==> src/rtl/boot_pkg.sv <==
// Shared types and constants for the program loader: FSM encoding, frame sync byte
// and the built-in default boot image.
package boot_pkg;

   typedef enum logic [2:0] {
      ST_INIT_WR = 3'd0,
      ST_INIT_NX = 3'd1,
      ST_RUN     = 3'd2,
      ST_LEN     = 3'd3,
      ST_DATA    = 3'd4,
      ST_CSUM    = 3'd5,
      ST_ERR     = 3'd6
   } loader_state_t;

   localparam logic [7:0] SYNC_BYTE = 8'h55;

   // Default image; any word not listed reads as zero.
   function automatic logic [15:0] default_img(input logic [31:0] idx);
      logic [15:0] w;
      w = 16'h0000;
      case (idx)
         32'd0:  w = 16'h7001;
         32'd1:  w = 16'h7102;
         32'd2:  w = 16'h7203;
         32'd3:  w = 16'h1012;
         32'd4:  w = 16'h2123;
         32'd5:  w = 16'h3034;
         32'd6:  w = 16'hA005;
         32'd7:  w = 16'hB10F;
         32'd8:  w = 16'hC0FF;
         32'd9:  w = 16'h5A5A;
         32'd10: w = 16'hFFFF;
         32'd11: w = 16'hE000;
         default: w = 16'h0000;
      endcase
      return w;
   endfunction

endpackage

==> src/rtl/byte_packer.sv <==
// Assembles little-endian bytes into DATA_W words and keeps the 8-bit running sum
// of every byte it accepts since the last clear.
module byte_packer #(
   parameter int DATA_W = 16
) (
   input  logic              clk,
   input  logic              rst_n,
   input  logic              clear,
   input  logic              byte_en,
   input  logic [7:0]        byte_in,
   output logic [DATA_W-1:0] word,
   output logic              word_done,
   output logic [7:0]        sum
);

   localparam int BPW   = DATA_W / 8;
   localparam int IDX_W = (BPW > 1) ? $clog2(BPW) : 1;
   localparam logic [IDX_W-1:0] LAST = IDX_W'(BPW - 1);

   logic [IDX_W-1:0] idx;

   assign word_done = byte_en && (idx == LAST);

   always_ff @(posedge clk or negedge rst_n) begin
      if (!rst_n) begin
         idx <= '0;
         sum <= 8'h00;
      end else if (clear) begin
         idx <= '0;
         sum <= 8'h00;
      end else if (byte_en) begin
         idx <= (idx == LAST) ? '0 : idx + 1'b1;
         sum <= sum + byte_in;
      end
   end

   generate
      if (BPW == 1) begin : g_one
         assign word = byte_in;
      end else begin : g_multi
         // Earlier bytes of the word; the newest byte always lands on top.
         logic [DATA_W-9:0] hist;
         assign word = {byte_in, hist};
         always_ff @(posedge clk or negedge rst_n) begin
            if (!rst_n)       hist <= '0;
            else if (clear)   hist <= '0;
            else if (byte_en) hist <= word[DATA_W-1:8];
         end
      end
   endgenerate

endmodule

==> src/rtl/prog_loader.sv <==
// Instruction-memory loader: writes the default image after reset or reload, then
// accepts framed UART downloads while holding the CPU in reset.
module prog_loader
   import boot_pkg::*;
#(
   parameter int ADDR_W  = 11,
   parameter int DATA_W  = 16,
   parameter int IMG_LEN = 16,
   parameter int TIMEOUT = 27_000
) (
   input  logic              clk,
   input  logic              rst_n,
   input  logic              reload,
   input  logic              rx_valid,
   input  logic [7:0]        rx_data,
   input  logic [ADDR_W-1:0] cpu_addr,
   output logic              mem_ce,
   output logic              mem_wre,
   output logic [ADDR_W-1:0] mem_addr,
   output logic [DATA_W-1:0] mem_din,
   output logic              boot_mode,
   output logic              cpu_rst_n,
   output logic              load_err,
   output logic [7:0]        words_loaded
);

   localparam int TCNT_W = $clog2(TIMEOUT + 1);
   localparam logic [ADDR_W-1:0] LAST_IMG = ADDR_W'(IMG_LEN - 1);
   localparam logic [TCNT_W-1:0] TO_LAST  = TCNT_W'(TIMEOUT - 1);

   loader_state_t     state;
   logic [ADDR_W-1:0] load_addr;
   logic [7:0]        len;
   logic [7:0]        wcnt;
   logic [TCNT_W-1:0] tcnt;
   logic [DATA_W-1:0] rom_word;
   logic [DATA_W-1:0] pk_word;
   logic              pk_done;
   logic [7:0]        pk_sum;
   logic              is_sync;
   logic              pk_clear;
   logic              pk_en;

   assign mem_ce   = 1'b1;
   assign mem_addr = boot_mode ? load_addr : cpu_addr;

   always_comb rom_word = DATA_W'(default_img(32'(load_addr)));

   assign is_sync  = rx_valid && (rx_data == SYNC_BYTE);
   assign pk_clear = !reload && is_sync && (state == ST_RUN || state == ST_ERR);
   assign pk_en    = !reload && rx_valid && (state == ST_DATA);

   byte_packer #(.DATA_W(DATA_W)) u_packer (
      .clk       (clk),
      .rst_n     (rst_n),
      .clear     (pk_clear),
      .byte_en   (pk_en),
      .byte_in   (rx_data),
      .word      (pk_word),
      .word_done (pk_done),
      .sum       (pk_sum)
   );

   always_ff @(posedge clk or negedge rst_n) begin
      if (!rst_n) begin
         state        <= ST_INIT_WR;
         load_addr    <= '0;
         len          <= 8'h00;
         wcnt         <= 8'h00;
         tcnt         <= '0;
         mem_wre      <= 1'b0;
         mem_din      <= '0;
         boot_mode    <= 1'b1;
         cpu_rst_n    <= 1'b0;
         load_err     <= 1'b0;
         words_loaded <= 8'h00;
      end else begin
         mem_wre <= 1'b0;
         if (reload) begin
            state     <= ST_INIT_WR;
            load_addr <= '0;
            tcnt      <= '0;
            boot_mode <= 1'b1;
            cpu_rst_n <= 1'b0;
            load_err  <= 1'b0;
         end else begin
            // A UART word write lasts one cycle; the address advances as it ends.
            if (mem_wre && state != ST_INIT_NX) load_addr <= load_addr + 1'b1;
            case (state)
               ST_INIT_WR: begin
                  mem_wre <= 1'b1;
                  mem_din <= rom_word;
                  state   <= ST_INIT_NX;
               end
               ST_INIT_NX: begin
                  if (load_addr == LAST_IMG) begin
                     state     <= ST_RUN;
                     boot_mode <= 1'b0;
                     cpu_rst_n <= 1'b1;
                  end else begin
                     load_addr <= load_addr + 1'b1;
                     state     <= ST_INIT_WR;
                  end
               end
               ST_RUN: begin
                  if (is_sync) begin
                     state     <= ST_LEN;
                     boot_mode <= 1'b1;
                     cpu_rst_n <= 1'b0;
                     load_addr <= '0;
                     tcnt      <= '0;
                  end
               end
               ST_LEN, ST_DATA, ST_CSUM: begin
                  if (rx_valid) begin
                     tcnt <= '0;
                     if (state == ST_LEN) begin
                        if (rx_data == 8'h00) begin
                           state    <= ST_ERR;
                           load_err <= 1'b1;
                        end else begin
                           len   <= rx_data;
                           wcnt  <= 8'h00;
                           state <= ST_DATA;
                        end
                     end else if (state == ST_DATA) begin
                        if (pk_done) begin
                           mem_wre <= 1'b1;
                           mem_din <= pk_word;
                           if (wcnt == len - 8'd1) state <= ST_CSUM;
                           else                    wcnt  <= wcnt + 8'd1;
                        end
                     end else if (rx_data == pk_sum) begin
                        state        <= ST_RUN;
                        words_loaded <= len;
                        boot_mode    <= 1'b0;
                        cpu_rst_n    <= 1'b1;
                        load_err     <= 1'b0;
                     end else begin
                        state    <= ST_ERR;
                        load_err <= 1'b1;
                     end
                  end else if (tcnt == TO_LAST) begin
                     state    <= ST_ERR;
                     load_err <= 1'b1;
                  end else begin
                     tcnt <= tcnt + 1'b1;
                  end
               end
               ST_ERR: begin
                  boot_mode <= 1'b1;
                  cpu_rst_n <= 1'b0;
                  if (is_sync) begin
                     state     <= ST_LEN;
                     load_addr <= '0;
                     tcnt      <= '0;
                  end
               end
               default: state <= ST_INIT_WR;
            endcase
         end
      end
   end

endmodule
==> config.mk <==
export PLATFORM = sky130hd
export DESIGN_NAME = prog_loader
export DESIGN_NICKNAME = d
export VERILOG_FILES = /design/src/rtl/boot_pkg.sv /design/src/rtl/byte_packer.sv /design/src/rtl/prog_loader.sv
export SDC_FILE = /design/constraint.sdc
export NUM_CORES = 1
export LEC_CHECK = 0
export CORE_UTILIZATION = 50
export CTS_CLUSTER_DIAMETER = 30
export DETAILED_ROUTE_END_ITERATION = 12
export PLACE_DENSITY_LB_ADDON = 0.3
export SETUP_SLACK_MARGIN = 0.3
export SKIP_CTS_REPAIR_TIMING = 1
export SYNTH_ARGS = -nofsm -noshare
export SYNTH_HDL_FRONTEND = slang
export SYNTH_SLANG_ARGS = --single-unit
==> constraint.sdc <==
create_clock -name clk -period 5.4 [get_ports clk]
set_input_delay 1.08 -clock clk [delete_from_list [all_inputs] [get_ports clk]]
set_output_delay 1.08 -clock clk [all_outputs]
set_load 0.01 [all_outputs]
==> run metrics, run 1 <==
cell taking the most area after synthesis=dfrtp_1; Final setup viols=0; WL/cell=16.09 um; Final min period=3.333 ns; Rel. slew slack=0.2376; post-synthesis sequential area ratio=0.4296; Area Growth Syn to Fin=17.68%; Clock Tree Buf Depth=2; antenna diode count=0; Starting Density=0.5127; Slew @ Worst Pin=1.139 ns; die height=104.4 um; max-slew violation count=0; hold depth=2; Hold Crit Class=reg2reg; top-count cell post-synth=dfrtp_1; Post-Synthesis Cells=564; Synth Register Bits=90; Cell variety after synth=63; CP max stage delay=0.48 ns; post-DR vias/cell=5.753; first-pass GRT wire length=20340 um; r2r startpoint=state[1]; area occupied by multi-input gates=0.002813 sq mm; Power Density=354.8 mW/mm^2; vias after detailed routing=4303; synth top area cells=dfrtp_1 42%, mux2_2 5.4%, nor2_1 4.7%; critical path data required time=4.32 ns; Sequential Area=0.002253 sq mm; Top delay family on crit path=buffers and inverters; reg2reg end=mem_din[9]; R2R Setup Slk=2.45 ns; CTS tree=done; clock skew=0.004756 ns; Fmax=300.0 MHz; share of the synthesized area in the top cell type=0.4246; WP data arrival=2.25 ns; FP Rows=37; Hold Vio Cnt, Final=0; crit path buf inv count=2; root buffer cell=clkbuf_8; run status=completed; core area=0.01023 sq mm; initial antenna violation count=0; Worst Setup Path Type=in2out; syn nets=606; largest net degree at the start of global routing=91; worst hold start=u_packer.sum[2]; asr flop ratio synth=1.000; vias in the first global route=4165; Ys Warns=0; synth cell count leaders=89 x dfrtp_1, 65 x nor2_1, 56 x nand2_1, 27 x a21oi_1, 26 x clkbuf_1; most frequent cell on the critical path=clkdlybuf4s50_1; DR iter-0 viols=288; RSZ-0062 raised after global routing=false; Slowest-stage cell, CP=clkdlybuf4s50_1; Pwr Total=2.190 mW; post-DP HPWL=8433 um; crit path max fanout=1; Placer Congestion=0.8959; Max VDD drop=263.1 uV; synthesized area per cell=9.300 sq um; first-pass iteration count of the detailed router=5; crit end category=output pin; # fillers=844; routed wire length=12030 um; Max-Cap Viols=0; Tcrit/Tclk final=0.6173; Ports=63; Port-buffer cells=61; P_leak=2.649 nW; gr usage total=0.2341; Post-DRT Antenna Nets=0; Worst Hold End=u_packer.sum[2]; Reg2Reg Depth=5; setup TNS=0 ns; Post-synth EDFFs=0; Die Span X=104.4 um; htree depth=3; # DRC=0; CTS Sinks=90; share of cells above drive strength 1=0.08824; Post-Syn Area=0.005245 sq mm; crit path cell chain=clkdlybuf4s50_1, mux2_2, clkdlybuf4s50_1; WP depth=3; total CTS buffers=9; Die Area=0.01090 sq mm; clock transition at the registers of the reported paths=0.09 ns; worst skew pair latency=0.37 ns; top_reg_cell synth=dfrtp_1; Final nets=649; GRT overflow=0; Setup crit start kind=input port
kinds of logic (layout without fill, tap and decap cells):
logic type,count (synthesis),count (layout),synth area share
simple gates,208,208,0.1942
flops,90,90,0.4296
mux,30,30,0.06345
fa+ha+maj,19,19,0.04676
other cells,1,1,0.0007150
buf+inv,49,97,0.03650
compound gates,135,135,0.1727
xor+xnor,32,32,0.05606
per-layer routing:
layer / track usage / vias to the layer above / share of wire
li1: - / 2094 / -
met2: 0.3746 / 87 / 0.48
met1: 0.3157 / 2104 / 0.47
met4: 0.09694 / 0 / 0.019
met3: 0.03759 / 18 / 0.031
met5: 0 / - / 0
flip-flops by register name, indices dropped and copies added, names as in the netlist:
| signal | flops |
|---|---|
| boot_mode | 1 |
| cpu_rst_n | 1 |
| len | 8 |
| load_addr | 11 |
| load_err | 1 |
| mem_din | 16 |
| mem_wre | 1 |
| state | 3 |
| tcnt | 15 |
| u_packer.g_multi.hist | 8 |
| u_packer.idx | 1 |
| u_packer.sum | 8 |
| wcnt | 8 |
| words_loaded | 8 |
cell type report:
type,instances,share of cell area
Clock buffer,9,0.02007
Clock inverter,7,0.01906
Inverter,17,0.01034
Multi-Input combinational cell,425,0.4557
Sequential cell,90,0.3651
Tap cell,136,0.02757
Timing Repair Buffer,64,0.1022
worst register-to-register path: stages (launching register included):
cell	delay, ns
dfrtp_1	0.64
nand2b_1	0.38
nand2_1	0.50
nor2_1	0.83
a32oi_1	0.32
a21oi_1	0.21
worst max-delay path by stage:
| stage | to | slack [ns] | from |
|---|---|---|---|
| floorplan | words_loaded[0] | 2.63 | rx_data[3] |
| global placement | u_packer.g_multi.hist[5] | 1.81 | reload |
| detailed placement | u_packer.g_multi.hist[5] | 1.74 | reload |
| CTS | mem_addr[0] | 2.07 | cpu_addr[0] |
| global route | u_packer.g_multi.hist[5] | 1.94 | reload |
| finish | mem_addr[0] | 2.07 | cpu_addr[0] |
through the flow:
step | instance area, sq um | hold slack (ns) | util | std cells | setup slack [ns]
global route | 6172 | 0.5308 | 0.6033 | 748 | 1.943
floorplan | 5245 | 0.4502 | - | 564 | 2.629
detailed placement | 5931 | 0.4852 | 0.5797 | 732 | 1.740
global placement | 5931 | 0.4795 | 0.5797 | 732 | 1.811
CTS | 6172 | 0.5059 | 0.6033 | 748 | 2.068
finish | 6172 | 0.5016 | 0.6033 | 748 | 2.067
power breakdown:
group / switching [mW] / internal [mW] / leakage (nW) / total [mW]
clock network: 0.250 / 0.306 / 0.111 / 0.556
logic: 0.368 / 0.367 / 1.36 / 0.735
registers: 0.123 / 0.776 / 1.18 / 0.899
cell usage in the layout, fill, tap and decap left out, drive strengths merged, types with 4 or more instances in the layout:
cell,Yosys,final
or4,6,6
clkdlybuf4s50,0,60
nand2b,10,10
a22o,10,10
nor2b,4,4
inv,17,17
a22oi,15,15
nor2,65,65
nor4,7,7
o211ai,12,12
or3,6,6
clkbuf,26,9
o22ai,6,6
buf,6,4
mux2i,4,4
xnor2,12,12
and3,7,7
ha,18,18
nand4,5,5
a21oi,27,27
nor3,11,11
mux2,26,26
o31ai,4,4
nor3b,4,4
dfrtp,89,89
o21ai,36,36
and2,5,5
xor2,19,19
nand2,56,56
nand3,14,14
Power figures use the tool's default switching activity.
==> run 2: changes to the inputs <==
==> constraint.sdc (replaced) <==
create_clock -name clk -period 2.86 [get_ports clk]
set_input_delay 0.572 -clock clk [delete_from_list [all_inputs] [get_ports clk]]
set_output_delay 0.572 -clock clk [all_outputs]
set_load 0.01 [all_outputs]
==> run 2 against run 1 <==
Sequential cell count did not move. Die area did not move. Utilization rose by 2.6 points. Via count rose by 5.5%. Final cell count rose by 4.0%. Sequential power rose by 89%. Sequential share of layout area fell by 1.4 points. Count of clock-buffer cells in the layout rose by 1. Clock skew rose by 0.0060 ns. Register-to-register slack got worse by 2.0 ns. Hold slack got worse by 0.29 ns. Critical endpoint is now u_packer.sum[6]. Largest cell class unchanged. Largest power group unchanged.
==> run metrics, run 2 (synthesized netlist as in run 1, its figures left out) <==
vias in the first global route=4459 (+7.1%); Starting Density=0.5127 (unchanged); Placer Congestion=0.8901 (-0.65%); Worst Setup Path Type=in2reg; Sequential Area=0.002257 sq mm (+0.17%); fin cells=778 (+4.0%); first-pass GRT wire length=21880 um (+7.6%); Top delay family on crit path=compound AO/OA/AOI/OAI gates; CTS Sinks=90 (unchanged); clock skew=0.01071 ns (+0.005951 ns); Setup crit start kind=input port; die height=104.4 um (unchanged); post-DR vias/cell=5.833 (+1.4%); Fmax=390.2 MHz; initial antenna violation count=0 (unchanged); Pwr Total=4.131 mW (+89%); Hold Crit Class=in2async; commonest non-fill, non-tap cells in the layout=89 x dfrtp_1, 64 x nor2_1, 60 x clkdlybuf4s50_1, 56 x nand2_1, 32 x buf_4; core area=0.01023 sq mm (unchanged); worst setup margin=0.2973 ns (-1.769 ns); antenna diode count=0 (unchanged); # DRC=0 (unchanged); DR iter-0 viols=286 (-0.69%); GRT overflow=0 (unchanged); worst skew pair latency=0.37 ns (about the same); total CTS buffers=9 (unchanged); # fillers=858 (+1.7%); Slowest-stage cell, CP=clkdlybuf4s50_1; max-slew violation count=0 (unchanged); Max VDD drop=622.1 uV (+140%); htree depth=3 (unchanged); Rel. slew slack=0.5588 (+0.3212); largest net degree at the start of global routing=51 (-44%); run status=completed; post-DP HPWL=9520 um (+13%); share of cells above drive strength 1=0.1371 (+0.04884); Final nets=679 (+4.6%); DP Worst Slack=-0.1071 ns (-1.847 ns); placed insts=762 (+4.1%); P_leak=2.814 nW (+6.2%); Port-buffer cells=61 (unchanged); Tcrit/Tclk final=0.8960; crit path buf inv count=2 (unchanged); most frequent cell on the critical path=o21ai_0; CTS tree=done; commonest non-fill, non-tap cell in the layout=dfrtp_1; Ports=63 (unchanged); Largest regs=mem_din (16), tcnt (15), load_addr (11); Post-DRT Antenna Nets=0 (unchanged); Clock Tree Buf Depth=2 (unchanged); WL/cell=16.55 um (+2.9%); Power Density=641.6 mW/mm^2 (+81%); Max-Cap Viols=0 (unchanged); Final setup viols=0 (unchanged); CP max stage delay=0.64 ns (+0.16 ns); Worst Setup SP=rx_data[1]; WP data arrival=2.83 ns (+0.58 ns); Hold Vio Cnt, Final=0 (unchanged); crit path max fanout=5 (+4); Slew @ Worst Pin=0.6611 ns (-0.4783 ns); Die Area=0.01090 sq mm (unchanged); setup TNS=0 ns (unchanged); Die Span X=104.4 um (unchanged); RSZ-0062 raised after global routing=true; Largest register FFs=16 (unchanged); FP Rows=37 (unchanged); gr usage total=0.2518 (+0.01768); DP Area=0.006181 sq mm (+4.2%); crit end category=flip-flop; Area Growth Syn to Fin=22.73%; clock transition at the registers of the reported paths=0.09 ns (about the same); critical path data required time=3.13 ns (-1.19 ns); vias after detailed routing=4538 (+5.5%); area occupied by multi-input gates=0.002840 sq mm (+0.98%); Final min period=2.563 ns; Largest Register=mem_din; first-pass iteration count of the detailed router=5 (unchanged); crit path cell chain=clkdlybuf4s50_1, inv_1, fa_1, nor2b_1, o21ai_0, a21boi_1, o21a_1, o21ai_0, a32o_1; post-route cell area=0.006437 sq mm (+4.3%); routed wire length=12880 um (+7.0%); root buffer cell=clkbuf_8; r2r startpoint=len[0]
==> run 2: power by group <==
group	leakage, nW	switching [mW]	internal (mW)	total, mW
clock network	0.117	0.467	0.518	0.985
logic	1.51	0.715	0.734	1.45
registers	1.18	0.228	1.47	1.70
==> run 2: area by class of cell <==
class	count	area share
Tap cell	136	0.02643
Multi-Input combinational cell	425	0.4412
Timing Repair Buffer	94	0.1368
Clock inverter	6	0.01361
Sequential cell	90	0.3506
Clock buffer	10	0.02138
Inverter	17	0.009913
==> run 2: path summary, 6_finish.rpt <==
| check | slack, ns | end | cells past startpoint |
|---|---|---|---|
| worst min register to register | 0.51 | u_packer.sum[4] | 2 |
| min in group clk | 0.51 | u_packer.sum[4] | 2 |
| worst min-delay path | 0.21 | wcnt[7] | 1 |
| max in group asynchronous | 1.94 | boot_mode | 2 |
| worst max-delay path | 0.30 | u_packer.sum[6] | 9 |
| worst max register to register | 0.47 | wcnt[3] | 6 |
==> run 2: routing by layer <==
metal / vias to the layer above / track usage / part of all wire / routed length [um]
met5: - / 0 / 0 / 0
met4: 0 / 0.1010 / 0.026 / 333
met3: 32 / 0.05201 / 0.040 / 509
met2: 131 / 0.4073 / 0.49 / 6314
met1: 2214 / 0.3293 / 0.44 / 5719
li1: 2161 / - / - / -
==> run 2: stage by stage <==
step	hold slack (ns)	util
after floorplan	0.2764	-
after global placement	0.4819	0.6041
after detailed placement	0.4847	0.6041
after CTS	0.2302	0.6261
after global routing	0.2508	0.6292
final	0.2138	0.6292
==> run 2: worst register-to-register path: cells and delay by family (launching register included) <==
| kind | cells | cell delay (ns) |
|---|---|---|
| flops | 1 | 0.46 |
| simple gates | 4 | 1.52 |
| compound gates | 2 | 0.35 |
==> run 3: changes to the inputs <==
==> constraint.sdc (replaced) <==
create_clock -name clk -period 3 [get_ports clk]
set_input_delay 0.6 -clock clk [delete_from_list [all_inputs] [get_ports clk]]
set_output_delay 0.6 -clock clk [all_outputs]
set_load 0.01 [all_outputs]
==> run 3 against run 2 <==
Sequential share of layout area increased by 0.41 points. Hold slack improved by 0.0031 ns. Largest power group unchanged. Sequential cell count unchanged. Routed wire length decreased by 2.9%. Count of clock-buffer cells in the layout increased by 1. Final cell count decreased by 0.77%. Clock power decreased by 11%. Combinational power decreased by 5%. Clock skew decreased by 0.0042 ns. Via count decreased by 1.2%. Sequential power decreased by 5%. Register-to-register slack improved by 0.15 ns.
==> run metrics, run 3 (synthesized netlist as in run 1, its figures left out) <==
run status=completed; Ports=63 (unchanged); # fillers=855 (-0.35%); Clock power frac=0.227 (-0.011); Switching Power=1.348 mW (-4.4%); Port-buffer cells=61 (unchanged); Reg power frac=0.417 (+0.006); max-slew violation count=0 (unchanged); Hold Crit Class=in2async; Power Density=610.2 mW/mm^2 (-4.9%); total CTS buffers=9 (unchanged); CTS tree=done; Die Area=0.01090 sq mm (unchanged); crit end category=flip-flop; WL/cell=16.20 um (-2.1%); Post-DRT Antenna Nets=0 (unchanged); commonest non-fill, non-tap cell in the layout=dfrtp_1; CP max stage delay=0.64 ns (about the same); placed insts=756 (-0.79%); crit path buf inv count=1 (-1); core area=0.01023 sq mm (unchanged); antenna diode count=0 (unchanged); DR iter-0 viols=229 (-20%); vias in the first global route=4429 (-0.67%); first-pass GRT wire length=21310 um (-2.6%); setup TNS=0 ns (unchanged); RSZ-0062 raised after global routing=true; CTS Sinks=90 (unchanged); critical path data required time=3.30 ns (+0.17 ns); Worst Setup Path Type=in2reg; commonest non-fill, non-tap cells in the layout=89 x dfrtp_1, 64 x nor2_1, 60 x clkdlybuf4s50_1, 56 x nand2_1; htree depth=3 (unchanged); Largest register FFs=16 (unchanged); Largest Register=mem_din; clock skew=0.006465 ns (-0.004241 ns); Tcrit/Tclk final=0.8756; Starting Density=0.5127 (unchanged); DP Area=0.006123 sq mm (-0.93%); Setup crit start kind=input port; Fmax=380.7 MHz; WP data arrival=2.93 ns (+0.10 ns); Max VDD drop=525.6 uV (-16%); Logic pwr share=0.357 (+0.006); largest net degree at the start of global routing=48 (-5.9%); Final min period=2.627 ns; post-DP HPWL=9117 um (-4.2%); Hold Vio Cnt, Final=0 (unchanged); Area Growth Syn to Fin=21.11%; die height=104.4 um (unchanged); Die Span X=104.4 um (unchanged); worst skew pair latency=0.37 ns (about the same); post-route cell area=0.006352 sq mm (-1.3%); root buffer cell=clkbuf_8; post-DR vias/cell=5.810 (-0.40%); Rel. slew slack=0.5325 (-0.02629); vias after detailed routing=4485 (-1.2%); # DRC=0 (unchanged); Clock Tree Buf Depth=2 (unchanged); share of cells above drive strength 1=0.1274 (-0.009713); crit path cell chain=clkdlybuf4s50_1, ha_1, nor4_1, and3_1, o221ai_1, nor3b_1, nor2_1, mux2_2; Max-Cap Viols=0 (unchanged); P_leak=2.773 nW (-1.5%); switching share of total power=0.3478 (+0.006458); Slew @ Worst Pin=0.7005 ns (+0.03939 ns); clock transition at the registers of the reported paths=0.09 ns (about the same); internal power=2.528 mW (-7.1%); gr usage total=0.2431 (-0.008674); Placer Congestion=0.9601 (+7.9%); Largest regs=mem_din (16), tcnt (15), load_addr (11); Final nets=673 (-0.88%); Final setup viols=0 (unchanged); R2R Setup Slk=0.62 ns (+0.15 ns); Slowest-stage cell, CP=clkdlybuf4s50_1; fin cells=772 (-0.77%); GRT overflow=0 (unchanged); crit path max fanout=5 (unchanged); first-pass iteration count of the detailed router=5 (unchanged); initial antenna violation count=0 (unchanged); FP Rows=37 (unchanged); Top delay family on crit path=simple AND/OR/NAND/NOR gates; routed wire length=12510 um (-2.9%)
[run 3: cell type report]
type	count	area [sq um]	share of cell area
well taps	136	170.2	0.02679
repair buffers	88	823.3	0.1296
clock buffers	11	151.4	0.02383
multi-input cells	425	2830	0.4455
inverters	17	63.81	0.01005
flip-flops and latches	90	2253	0.3547
clock inverters	5	60.06	0.009454
[run 3: power by group through the flow]
stage               sequential (mW)  combinational [mW]  clock [mW]
global route                   1.64                1.52       0.937
finish                         1.61                1.38       0.879
CTS                            1.61                1.38       0.904
detailed placement             1.63                1.37           0
global placement               1.62                1.34           0
floorplan                      1.60               0.792           0
[run 3: metrics by stage]
stage / utilization / hold slack [ns] / power (mW) / setup WS (ns)
global route: 0.6209 / 0.2602 / 4.099 / 0.2473
detailed placement: 0.5985 / 0.4797 / 2.995 / -0.01221
floorplan: - / 0.3044 / 2.388 / 0.7087
CTS: 0.6192 / 0.2311 / 3.896 / 0.3883
global placement: 0.5985 / 0.4712 / 2.963 / 0.06771
finish: 0.6209 / 0.2168 / 3.876 / 0.3732
[run 3: path summary, 6_finish.rpt]
kind	startpoint	to	cells after the start
hold / removal	rst_n	words_loaded[5]	1
setup reg to reg	len[0]	wcnt[3]	6
hold reg to reg	u_packer.sum[3]	u_packer.sum[3]	2
setup / recovery	rx_data[1]	boot_mode	8
max in group asynchronous	rst_n	u_packer.sum[4]	2
min in group clk	u_packer.sum[3]	u_packer.sum[3]	2
[run 3: per-layer routing]
layer / global-route usage / part of all wire / up-vias
li1: - / - / 2144
met1: 0.3106 / 0.44 / 2169
met2: 0.3926 / 0.48 / 140
met3: 0.04950 / 0.048 / 32
met4: 0.1194 / 0.030 / 0
met5: 0 / 0 / -
